$ cat src/rtl/chunker_pkg.sv
// Shared constants and helpers for the chunker width converter.
package chunker_pkg;

   localparam int CHUNKER_L_DEFAULT = 8;
   localparam int CHUNKER_M_DEFAULT = 2;

   // A single-chunk word still needs a one-bit counter.
   function automatic int chunk_cnt_w(input int nr);
      return (nr > 1) ? $clog2(nr) : 1;
   endfunction

endpackage

$ cat src/rtl/chunker.sv
// Parallel-to-serial converter: an L-bit word leaves as L/M chunks, MSB chunk first.
// Define CHUNKER_LAST_EN to add a 'last' output that marks the final chunk.
module chunker
   import chunker_pkg::*;
#(
   parameter int L = CHUNKER_L_DEFAULT,
   parameter int M = CHUNKER_M_DEFAULT
) (
   input  logic         clk,
   input  logic         reset,
   input  logic [L-1:0] data_in,
   input  logic         strobe,
   output logic [M-1:0] q,
   output logic         valid
`ifdef CHUNKER_LAST_EN
   ,
   output logic         last
`endif
);

   localparam int NR = L / M;
   localparam int CW = chunk_cnt_w(NR);

   generate
      if ((L % M) != 0) begin : g_bad_params
         $fatal(1, "chunker: L must be an exact multiple of M");
      end
   endgenerate

   logic [L-1:0]  shift_q, shift_d;
   logic [CW-1:0] cnt_q, cnt_d;
   logic [M-1:0]  q_q, q_d;
   logic          valid_q, valid_d;
`ifdef CHUNKER_LAST_EN
   logic          last_q, last_d;
`endif

   // cnt_q counts chunks still waiting in shift_q; a strobe always wins and restarts.
   always_comb begin
      shift_d = shift_q;
      cnt_d   = cnt_q;
      q_d     = '0;
      valid_d = 1'b0;
`ifdef CHUNKER_LAST_EN
      last_d  = 1'b0;
`endif
      if (strobe) begin
         q_d     = data_in[L-1 -: M];
         shift_d = data_in << M;
         cnt_d   = CW'(NR - 1);
         valid_d = 1'b1;
`ifdef CHUNKER_LAST_EN
         last_d  = (NR == 1);
`endif
      end else if (valid_q && (cnt_q != '0)) begin
         q_d     = shift_q[L-1 -: M];
         shift_d = shift_q << M;
         cnt_d   = cnt_q - CW'(1);
         valid_d = 1'b1;
`ifdef CHUNKER_LAST_EN
         last_d  = (cnt_q == CW'(1));
`endif
      end
   end

   always_ff @(posedge clk or negedge reset) begin
      if (!reset) begin
         shift_q <= '0;
         cnt_q   <= '0;
         q_q     <= '0;
         valid_q <= 1'b0;
`ifdef CHUNKER_LAST_EN
         last_q  <= 1'b0;
`endif
      end else begin
         shift_q <= shift_d;
         cnt_q   <= cnt_d;
         q_q     <= q_d;
         valid_q <= valid_d;
`ifdef CHUNKER_LAST_EN
         last_q  <= last_d;
`endif
      end
   end

   assign q     = q_q;
   assign valid = valid_q;
`ifdef CHUNKER_LAST_EN
   assign last  = last_q;
`endif

endmodule

$ cat config.mk
export PLATFORM = sky130hd
export DESIGN_NAME = chunker
export DESIGN_NICKNAME = d
export VERILOG_FILES = /design/src/rtl/chunker_pkg.sv /design/src/rtl/chunker.sv
export SDC_FILE = /design/constraint.sdc
export NUM_CORES = 1
export LEC_CHECK = 0
export CORE_MARGIN = 2
export CORE_UTILIZATION = 25
export DETAILED_ROUTE_END_ITERATION = 6
export PLACE_DENSITY = 0.49
export SYNTH_ARGS = -nofsm -noshare
export SYNTH_HDL_FRONTEND = slang
export SYNTH_SLANG_ARGS = --single-unit
$ cat constraint.sdc
create_clock -name clk -period 2.3 [get_ports clk]
set_clock_uncertainty 0.1 [all_clocks]
set_input_delay 0.46 -clock clk [delete_from_list [all_inputs] [get_ports clk]]
set_output_delay 0.46 -clock clk [all_outputs]
set_load 0.01 [all_outputs]
==> metrics.txt <==
status finished, final reports clean; TritonRoute pass-1 iters 4; Util after Layout 34.8%; Ys Warns 0; Mapped Area 499 um^2; CP Capture Type output pin; LEAKAGE about 0.30 nW; Cell Area, Placed 642 um^2; post-synthesis sequential area ratio 55.1%; Worst-Margin Slew 553 ps; count of final max-slew check failures 0; Fin. Hold Viols 0; crit path to valid; DR DRC count 0; Final HPWL DP 613 um; distinct cell type count after synthesis 15; vias 367; worst-path fanout max 3; first-pass GRT wire length approximately 1500 um; Post-Synth Adder-Cell Area 2.51%; CP bufs+invs 1; crit share post-route 78.4%; Post-CTS Hold Fix Bufs 0; Final #Nets 76; unrepaired setup endpoints after global routing no; Hold Path Class reg -> reg; CTS tree done; routability congestion estimate 0.668; VDD IR-drop max 0.430 mV; Worst path slowest cell clkdlybuf4s50_1; Worst-path clk slew 70 ps; Hold Slack about 400 ps; worst r2r src cnt_q[0]$_DFFE_PN0P_; CP Depth 1; CP Launch Type flop; post-synthesis compound-gate area fraction 11.3%; GRT Residual Overflow 0; CTS H-tree lvls 1; Max-slew headroom 63.0%; # placed instances 86; Routed wire per std cell 10.1 um; die width 48.7 um; Clk Latency, worst-skew pair ~270 ps; critical path's top delay family buffers and inverters; Reg2Reg Setup Slack 910 ps; minimum clock period 1800 ps; GRT Total Usage 8.86%; PostCTS Resize Cnt 0; PortBufs 13; Synth Area in Simple Gates 17.3%; Worst Setup Path Type reg -> out; largest net degree at the start of global routing 20; Synth-to-Final Area Change 33.8%; reg-to-reg endpoint shift_q[4]$_DFFE_PN0P_; synthesis-stage register bit count 11; layout cell share with drive strength beyond 1 slightly below 8%; fmax approximately 550 MHz; worst setup path start valid$_DFF_PN0_; post-route design area 668 um^2; crit-path cells clkdlybuf4s50_1; core outline area 0.00192 mm^2; Register-to-Register Path Depth 5; worst stage delay on the critical path 560 ps; largest family of logic cells by synthesized area simple AND/OR/NAND/NOR gates; pwr/cell area 830 mW/mm^2; mean post-synth cell area 10.2 um^2; mux contribution to synthesized area around 8%; CTS sink cnt 11; DRT Wirelength 911 um; crit path DAT ~1200 ps; vias in the first global route 287; initial antenna violation count 0; Final ANT Viol Nets 0; syn nets 61; non-filler cells, final 90; clk root buf clkbuf_4; Ant. Diodes 0; # Post-CTS Setup Buffers 0; final setup violation count 0; Fillers 212; Mapped Cells just under 50; Die ar. roughly 0.0024 mm^2; Die Ht 48.7 um; I/O Pins 14; Max Cap Violations 0; via/cell ratio 4.08; row count 16; Initial Utilization between 20% and 30%; Data required, critical path 1740 ps; XOR/XNOR Fraction of Synth Area 0%; DRT iter0 DRCs 8; CTS Buf Count 3; clock buffer depth 2; Setup TNS 0 ps
-- routing by layer --
layer / share of wire (%) / track usage (%) / vias up / routed length, um
li1: - / - / 189 / -
met1: 48 / 11.0 / 158 / 434
met2: 40 / 11.2 / 18 / 365
met3: 10 / 5.56 / 2 / 95
met4: 1.6 / 5.71 / 0 / 15
met5: 0 / 0 / - / 0
-- cells by family (layout without fill, tap and decap cells) --
family | count (synthesis) | after routing
compound gates | 10 | 10
flops | 11 | 11
fa+ha+maj | 1 | 1
mux | 4 | 4
simple gates | 18 | 18
buf+inv | 5 | 19
-- state kept, by name, indices dropped and copies added (netlist names) --
name     count
cnt_q        2
q            2
shift_q      6
valid        1
-- area by class of cell --
class	instances	area, um^2	area share, %
tap	27	33.8	5.06
sequential	11	275	41.2
inverter	2	7.51	1.12
clock buffer	4	26.3	3.93
timing repair buffer	13	130	19.5
multi-input combinational	33	195	29.2
-- cell usage in the layout (no fill, tap or decap) --
cell type and count:
nand2b_1 1, o21ai_1 4, o21bai_1 1, nand2_1 12
a211o_1 1, nand2b_4 1, nor2_1 3, dfrtp_1 11
mux2i_1 4, and2b_4 1, clkdlybuf4s50_1 13, clkbuf_1 1
clkbuf_4 3, ha_1 1, inv_1 2, o21ai_0 4
-- power by group --
part           total (mW)  switching [mW]  leakage [nW]  internal (mW)
Clock               0.132          0.0652        0.0150         0.0672
Combinational       0.173          0.0799         0.159         0.0929
Sequential          0.249          0.0191         0.129          0.230
-- through the flow --
stage / power, mW / setup slack (ps)
2_1_floorplan: 0.383 / 991
3_3_place_gp: 0.428 / 563
3_5_place_dp: 0.428 / 545
4_1_cts: 0.569 / 477
5_1_grt: 0.604 / 440
6_report: 0.554 / 496
-- how the worst min path moves through the flow --
stage	from	endpoint	slack (ps)	cells after the start
after global placement	cnt_q[1]$_DFFE_PN0P_	cnt_q[1]$_DFFE_PN0P_	370	1
after CTS	cnt_q[1]$_DFFE_PN0P_	cnt_q[1]$_DFFE_PN0P_	390	1
after global routing	cnt_q[1]$_DFFE_PN0P_	cnt_q[1]$_DFFE_PN0P_	410	1
final	cnt_q[1]$_DFFE_PN0P_	cnt_q[1]$_DFFE_PN0P_	390	1
after floorplan	reset	cnt_q[0]$_DFFE_PN0P_	60	0
after detailed placement	cnt_q[1]$_DFFE_PN0P_	cnt_q[1]$_DFFE_PN0P_	380	1
-- synthesized netlist by cell type (all sizes together) --
library cell  count  area (um^2)
a211o             1         8.76
and2b             1         10.0
buf               3         21.3
dfrtp            11          275
ha                1         12.5
inv               2         7.51
mux2i             4         40.0
nand2            12         45.0
nand2b            2         20.0
nor2              3         11.3
o21ai             8         40.0
o21bai            1         7.51
Note: power is estimated with default switching activity, not from simulation.
